`config.mk`:
```
export PLATFORM = sky130hd
export DESIGN_NAME = top_level
export DESIGN_NICKNAME = d
export VERILOG_FILES = /design/src/rtl/top_level_pkg.sv /design/src/rtl/top_level_i2s_rx.sv /design/src/rtl/top_level.sv
export SDC_FILE = /design/constraint.sdc
export NUM_CORES = 1
export LEC_CHECK = 0
export CORE_UTILIZATION = 55
export CTS_CLUSTER_DIAMETER = 200
export DETAILED_ROUTE_END_ITERATION = 10
export PLACE_DENSITY_LB_ADDON = 0.15
export SKIP_LAST_GASP = 1
export SLEW_MARGIN = 40
export SYNTH_ARGS = -nofsm -noshare
export SYNTH_HDL_FRONTEND = slang
export SYNTH_SLANG_ARGS = --single-unit
```
`constraint.sdc`:
```
create_clock -name MCLK -period 3.7 [get_ports MCLK]
set_input_delay 0.555 -clock MCLK [delete_from_list [all_inputs] [get_ports MCLK]]
set_output_delay 0.555 -clock MCLK [all_outputs]
set_load 0.05 [all_outputs]
```
`src/rtl/top_level_pkg.sv`:
```
// ---------------------------------------------------------------------------
// top_level_pkg
// Shared constants, types and helpers for the audio level-meter front end.
// Contents:
//   SAMPLE_W, SLOT_W, DATA_DELAY, LEVEL_W, DECAY_FRAMES  - frame/level geometry
//   sample_t   - one signed codec word
//   level_t    - displayed level / PWM compare width
//   chan_e     - slot identity taken from LRC (0 = left, 1 = right)
//   rx_state_e - serial receiver synchronisation state
//   level_of() - saturating magnitude of a sample, reduced to display width
// ---------------------------------------------------------------------------
package top_level_pkg;

    localparam int SAMPLE_W     = 24;
    localparam int SLOT_W       = 32;
    localparam int DATA_DELAY   = 0;
    localparam int LEVEL_W      = 8;
    localparam int DECAY_FRAMES = 48;

    localparam int BIT_CNT_W    = $clog2(SLOT_W);
    localparam int DECAY_CNT_W  = $clog2(DECAY_FRAMES);

    typedef logic signed [SAMPLE_W-1:0] sample_t;
    typedef logic [LEVEL_W-1:0]         level_t;

    typedef enum logic {
        CH_L = 1'b0,
        CH_R = 1'b1
    } chan_e;

    // RX_IDLE: no LRC reference yet; RX_WAIT: reference held, waiting for a
    // slot boundary; RX_RUN: aligned to slots and capturing words.
    typedef enum logic [1:0] {
        RX_IDLE,
        RX_WAIT,
        RX_RUN
    } rx_state_e;

    localparam sample_t SAMPLE_MIN = {1'b1, {(SAMPLE_W-1){1'b0}}};
    localparam sample_t SAMPLE_MAX = {1'b0, {(SAMPLE_W-1){1'b1}}};

    // The most negative code has no positive twin, so it is clamped to full
    // scale. The magnitude's sign bit is always zero, so the level is the
    // next LEVEL_W bits down; full scale therefore shows as all ones.
    function automatic level_t level_of(input sample_t s);
        logic [SAMPLE_W-1:0] mag;
        if (s == SAMPLE_MIN) begin
            mag = SAMPLE_MAX;
        end else if (s[SAMPLE_W-1]) begin
            mag = -s;
        end else begin
            mag = s;
        end
        return level_t'(mag >> (SAMPLE_W - 1 - LEVEL_W));
    endfunction

endpackage

```
`src/rtl/top_level_i2s_rx.sv`:
```
// ---------------------------------------------------------------------------
// i2s_rx
// Oversampled serial audio receiver. BCLK, LRC and DATA are asynchronous to
// clk and are brought in through two-flop synchronizers; all decoding is done
// on clk using a detected BCLK rising edge.
// Ports:
//   clk      in   system clock
//   rst_n    in   asynchronous active-low reset
//   bclk     in   codec bit clock (data valid on its rising edge)
//   lrc      in   codec frame clock, 0 = left slot, 1 = right slot
//   data     in   codec serial data, MSB first
//   left_s   out  last complete left word
//   right_s  out  last complete right word
//   l_valid  out  one-clk pulse when left_s has just been updated
//   r_valid  out  one-clk pulse when right_s has just been updated
// ---------------------------------------------------------------------------
module i2s_rx
    import top_level_pkg::*;
(
    input  logic    clk,
    input  logic    rst_n,
    input  logic    bclk,
    input  logic    lrc,
    input  logic    data,
    output sample_t left_s,
    output sample_t right_s,
    output logic    l_valid,
    output logic    r_valid
);

    logic [1:0]           bclk_sync;
    logic [1:0]           lrc_sync;
    logic [1:0]           data_sync;
    logic                 bclk_prev;
    logic                 lrc_last;
    logic                 bclk_rise;
    logic                 lrc_change;
    logic                 capture;
    logic                 in_word;
    logic                 word_done;
    logic [BIT_CNT_W-1:0] bit_cnt;
    logic [BIT_CNT_W-1:0] bit_idx;
    logic [SAMPLE_W-1:0]  shift_reg;
    logic [SAMPLE_W-1:0]  shift_next;
    chan_e                channel;
    chan_e                channel_now;
    rx_state_e            state;
    rx_state_e            state_next;
    int                   idx;

    // All three codec lines share the same synchronizer depth so that data
    // stays aligned with the bit clock edge that qualifies it.
    always_ff @(posedge clk or negedge rst_n) begin
        if (!rst_n) begin
            bclk_sync <= '0;
            lrc_sync  <= '0;
            data_sync <= '0;
            bclk_prev <= 1'b0;
        end else begin
            bclk_sync <= {bclk_sync[0], bclk};
            lrc_sync  <= {lrc_sync[0], lrc};
            data_sync <= {data_sync[0], data};
            bclk_prev <= bclk_sync[1];
        end
    end

    assign bclk_rise  = bclk_sync[1] & ~bclk_prev;
    assign lrc_change = bclk_rise && (state != RX_IDLE) && (lrc_sync[1] != lrc_last);

    // Receiver alignment state register.
    always_ff @(posedge clk or negedge rst_n) begin
        if (!rst_n) begin
            state <= RX_IDLE;
        end else begin
            state <= state_next;
        end
    end

    // The first bit-clock edge after reset only records LRC, so a frame
    // already in progress at reset can never look like a slot boundary.
    always_comb begin
        state_next = state;
        case (state)
            RX_IDLE: if (bclk_rise)  state_next = RX_WAIT;
            RX_WAIT: if (lrc_change) state_next = RX_RUN;
            RX_RUN:  state_next = RX_RUN;
            default: state_next = RX_IDLE;
        endcase
    end

    // A slot boundary restarts the bit index at zero on the same edge, so
    // with no data delay the bit sampled at the boundary is already the MSB.
    always_comb begin
        bit_idx     = lrc_change ? '0 : bit_cnt;
        channel_now = lrc_change ? chan_e'(lrc_sync[1]) : channel;
        idx         = int'(bit_idx);
        capture     = bclk_rise && (lrc_change || (state == RX_RUN));
        in_word     = (idx >= DATA_DELAY) && (idx < DATA_DELAY + SAMPLE_W);
        word_done   = capture && (idx == DATA_DELAY + SAMPLE_W - 1);
        shift_next  = {shift_reg[SAMPLE_W-2:0], data_sync[1]};
    end

    // Bit counter, shift register and word hand-off. A slot cut short by an
    // early LRC change never reaches the last bit index, so its partial word
    // is silently dropped when the counter restarts.
    always_ff @(posedge clk or negedge rst_n) begin
        if (!rst_n) begin
            lrc_last  <= 1'b0;
            bit_cnt   <= '0;
            channel   <= CH_L;
            shift_reg <= '0;
            left_s    <= '0;
            right_s   <= '0;
            l_valid   <= 1'b0;
            r_valid   <= 1'b0;
        end else begin
            l_valid <= 1'b0;
            r_valid <= 1'b0;
            if (bclk_rise) begin
                lrc_last <= lrc_sync[1];
            end
            if (capture) begin
                channel <= channel_now;
                if (in_word) begin
                    shift_reg <= shift_next;
                end
                if (bit_idx != BIT_CNT_W'(SLOT_W - 1)) begin
                    bit_cnt <= bit_idx + 1'b1;
                end else begin
                    bit_cnt <= bit_idx;
                end
                if (word_done) begin
                    if (channel_now == CH_L) begin
                        left_s  <= sample_t'(shift_next);
                        l_valid <= 1'b1;
                    end else begin
                        right_s <= sample_t'(shift_next);
                        r_valid <= 1'b1;
                    end
                end
            end
        end
    end

endmodule

```
`src/rtl/top_level.sv`:
```
// ---------------------------------------------------------------------------
// top_level
// Audio front end: receives left-justified 24-bit stereo from the codec ADC,
// peak-detects the left channel and shows it as a PWM duty cycle on b.
// Ports:
//   MCLK          in   system clock, 50 MHz
//   RESET         in   asynchronous active-low reset
//   AUD_BCLK      in   codec bit clock (asynchronous)
//   AUD_LRC       in   codec frame clock (asynchronous), 0 = left slot
//   AUD_ADC_DATA  in   codec serial data (asynchronous)
//   b             out  PWM level indicator
// Configuration macro:
//   PEAK_HOLD_EN  defined   - peak holds the largest left level and decays by
//                             one step every DECAY_FRAMES right words
//                 undefined - peak simply follows the latest left level
// ---------------------------------------------------------------------------
module top_level
    import top_level_pkg::*;
(
    input  logic MCLK,
    input  logic RESET,
    input  logic AUD_BCLK,
    input  logic AUD_LRC,
    input  logic AUD_ADC_DATA,
    output logic b
);

    sample_t left_s;
    sample_t right_s_unused;
    logic    l_valid;
    logic    r_valid;
    level_t  level;
    level_t  peak;
    level_t  pwm_cnt;

    // The right word is received to keep frame framing and decay timing, but
    // is not itself displayed.
    i2s_rx u_rx (
        .clk     (MCLK),
        .rst_n   (RESET),
        .bclk    (AUD_BCLK),
        .lrc     (AUD_LRC),
        .data    (AUD_ADC_DATA),
        .left_s  (left_s),
        .right_s (right_s_unused),
        .l_valid (l_valid),
        .r_valid (r_valid)
    );

    assign level = level_of(left_s);

`ifdef PEAK_HOLD_EN
    logic [DECAY_CNT_W-1:0] decay_cnt;
    logic                   decay_tick;

    assign decay_tick = r_valid && (decay_cnt == DECAY_CNT_W'(DECAY_FRAMES - 1));

    // One right word closes each frame, so counting right words paces decay.
    always_ff @(posedge MCLK or negedge RESET) begin
        if (!RESET) begin
            decay_cnt <= '0;
        end else if (r_valid) begin
            decay_cnt <= decay_tick ? '0 : decay_cnt + 1'b1;
        end
    end

    // A new higher level wins over a decay step landing in the same cycle;
    // decay stops at zero.
    always_ff @(posedge MCLK or negedge RESET) begin
        if (!RESET) begin
            peak <= '0;
        end else if (l_valid && (level > peak)) begin
            peak <= level;
        end else if (decay_tick && (peak != '0)) begin
            peak <= peak - 1'b1;
        end
    end
`else
    // Without hold, the display tracks each new left word directly.
    always_ff @(posedge MCLK or negedge RESET) begin
        if (!RESET) begin
            peak <= '0;
        end else if (l_valid) begin
            peak <= level;
        end
    end
`endif

    // Free-running PWM: over any 256 consecutive cycles b is high exactly
    // peak times, so peak 0 is dark and full scale is high 255 of 256.
    always_ff @(posedge MCLK or negedge RESET) begin
        if (!RESET) begin
            pwm_cnt <= '0;
            b       <= 1'b0;
        end else begin
            pwm_cnt <= pwm_cnt + 1'b1;
            b       <= (pwm_cnt < peak);
        end
    end

endmodule

```
==> metrics.md <==
| Metric | Value |
|---|---|
| Yosys cell types | `47` |
| Setup TNS | `0 ps` |
| Met2 Use GR | `0.295` |
| RSZ-0062 raised after global routing | `false` |
| Power Density | `505 nW/um^2` |
| First-pass GRT wire length | `8.94 mm` |
| Drt via density | `5.60` |
| Final antenna-violating net count | `0` |
| # port buffers | `5` |
| CTS tree | `built` |
| Worst Setup SP | `u_rx.state[0]` |
| Max_cap viols | `0` |
| GRT Util Overall | `0.182` |
| Crit path DAT | `2890 ps` |
| Drt first pass iters | `4` |
| Syn nets | `297` |
| TritonCTS Buffers | `9` |
| Most used routing layer in global routing | `met2` |
| Most frequent cells in the layout | `81 x dfrtp_1, 37 x mux2_2, 14 x nor2_1` |
| Worst slew pin tran | `708 ps` |
| Commonest non-fill, non-tap cell in the layout | `dfrtp_1` |
| Largest net degree at the start of global routing | `82` |
| Synthesized area | `3560 sq um` |
| Clk pin slew, worst setup/hold paths | `80 ps` |
| # DRC | `0` |
| Worst skew pair latency | `350 ps` |
| Number of diodes | `0` |
| EDFF count, synth | `0` |
| Fmax achieved | `0.376 GHz` |
| CTS Root Cell | `clkbuf_8` |
| Leakage | `1.87 nW` |
| Routability congestion estimate | `0.729` |
| Post-CTS setup buffers | `0` |
| Core Area | `6100 sq um` |
| Die W | `82.5 microns` |
| Top_reg_cell synth | `dfrtp_1` |
| Initial antenna violation count | `0` |
| Worst EP required | `3930 ps` |
| Die ar. | `6800 sq um` |
| Initial Utilization | `0.584` |
| Via count of the first global-routing pass | `1987` |
| Clock Sinks | `81` |
| Final #Nets | `307` |
| Cts repair resizes | `0` |
| Hold Path Class | `input port to async pin` |
| Setup crit end kind | `flop` |
| Area Growth Syn to Fin | `8.92%` |
| Max-slew violation count | `0` |
| Worst Path Max Fanout | `25` |
| Die Y | `82.5 microns` |
| I/O pins | `6` |
| FP Rows | `28` |
| Endpoints failing hold | `0` |
| DR vias | `2066` |
| Max clock buf depth | `2` |
| FF-to-FF path depth | `9` |
| H-tree depth | `3` |
| Worst setup endpoint | `u_rx.left_s[1]` |
| Final Util | `0.636` |
| R2r setup slk | `1040 ps` |
| Initial DRC Count | `67` |
| Layout Cells excl Fill | `369` |
| Post-synthesis sequential area ratio | `0.569` |
| Largest register FFs | `24` |
| Filler instances | `503` |
| Clk_skew | `7.98 ps` |
| Hpwl dp | `3.58 mm` |
| Cells after Synth | `279` |
| Async SR Flop Fraction | `1.00` |
| Critical Path Start Type | `flop` |
| Met1 GRT Util | `0.231` |
| Crit share post-route | `0.719` |
| VDD IR max | `0.385 mV` |
| WL final | `5.29 mm` |
| Relative slew slack | `0.528` |
| Status | `completed` |
| Tmin final | `2660 ps` |
| Ratio of cells with drive above 1 in the final layout | `0.218` |
| M3 GR Usage | `0.0659` |
| Post-synthesis register bit count | `81` |
| Worst R2R End | `u_rx.left_s[1]` |
| Multi-input logic area | `1450 sq um` |
| Routed WL per cell | `14.3 microns` |
| Grt total ovfl | `0` |
| Worst R2R Start | `u_rx.state[0]` |
| Hold-fix buffers, CTS | `0` |
| Syn Area/Cell | `12.8 sq um` |
| Crit path kind | `flop to flop` |
| YS warnings | `0` |
| # setup viols final | `0` |
| Storage cell area | `2030 sq um` |
| Placed Instances | `353` |
## logic make-up after synthesis
| logic type | Yosys count | share of synthesized area |
|---|---|---|
| xor+xnor | 12 | 0.0295 |
| mux | 49 | 0.154 |
| simple gates | 61 | 0.0984 |
| compound gates | 42 | 0.0777 |
| fa+ha+maj | 13 | 0.0457 |
| buf+inv | 21 | 0.0253 |
| flops | 81 | 0.569 |
## worst min-delay path by stage
stage	endpoint	depth (start not counted)
3_5_place_dp	u_rx.data_sync[1]	0
4_1_cts	u_rx.bit_cnt[0]	1
3_3_place_gp	u_rx.bclk_sync[1]	0
2_1_floorplan	b	0
6_report	u_rx.bit_cnt[0]	1
5_1_grt	u_rx.bit_cnt[1]	1
## layout make-up
type                       count  area share
clock buffer                  10      0.0355
clock inverter                 6      0.0148
inverter                      13      0.0126
timing repair buffer           7      0.0171
sequential                    81       0.523
multi-input combinational    177       0.373
tap                           75      0.0242
## power breakdown
part           total [mW]  leakage, nW  internal [mW]  switching, mW
Clock               0.619        0.101          0.278          0.340
Sequential           1.06         1.07          0.983         0.0748
Combinational       0.284        0.699          0.138          0.146
Total                1.96         1.87           1.40          0.561
## critical path, stage by stage, from the launching register on
cell and delay (ps):
dfrtp_1 390, inv_1 120, ha_1 270, or3_1 220, and2_1 190, ha_1 260, nand3_1 190, nor3_4 190
buf_4 320, mux2_2 380
## stage by stage
step	power, mW	hold slack, ps	area, sq um	worst slack, ps
after floorplan	1.27	259	3560	1290
after global placement	1.35	333	3680	1180
after detailed placement	1.36	335	3680	1060
after CTS	1.98	257	3880	1030
after global routing	2.06	279	3880	820
final	1.96	215	3880	1040
## synthesized netlist by cell type, types with 2 or more instances
| cell | instances | area share |
|---|---|---|
| o21ai_0 | 9 | 0.013 |
| o21a_1 | 3 | 0.0063 |
| buf_4 | 2 | 0.0042 |
| o41ai_1 | 2 | 0.0049 |
| mux2_1 | 10 | 0.032 |
| clkbuf_1 | 2 | 0.0021 |
| nand3_1 | 8 | 0.011 |
| nor2_1 | 14 | 0.015 |
| and3_1 | 3 | 0.0053 |
| a41oi_1 | 2 | 0.0049 |
| nor4_1 | 4 | 0.0070 |
| nand4_1 | 2 | 0.0035 |
| or4_1 | 2 | 0.0042 |
| nand2_1 | 11 | 0.012 |
| buf_2 | 2 | 0.0028 |
| a21boi_0 | 2 | 0.0042 |
| nand2b_1 | 3 | 0.0053 |
| mux2i_1 | 2 | 0.0056 |
| inv_1 | 13 | 0.014 |
| o22ai_1 | 2 | 0.0035 |
| ha_1 | 13 | 0.046 |
| dfrtp_1 | 81 | 0.57 |
| mux2_2 | 37 | 0.12 |
| nor4_2 | 2 | 0.0070 |
| a21oi_1 | 7 | 0.0098 |
| xnor2_1 | 6 | 0.015 |
| o31ai_1 | 2 | 0.0042 |
| xor2_1 | 6 | 0.015 |
| a31oi_1 | 4 | 0.0070 |
| nor3_1 | 2 | 0.0028 |
| or3_1 | 3 | 0.0053 |
| o21ai_1 | 2 | 0.0028 |
| and2_1 | 2 | 0.0035 |
## metal layers
layer  up-vias  part of all wire
li1       1023                 -
met1      1017              0.49
met2        21              0.47
met3         5             0.033
met4         0            0.0095
met5         -                 0
Note: power is estimated with default switching activity, not from simulation.
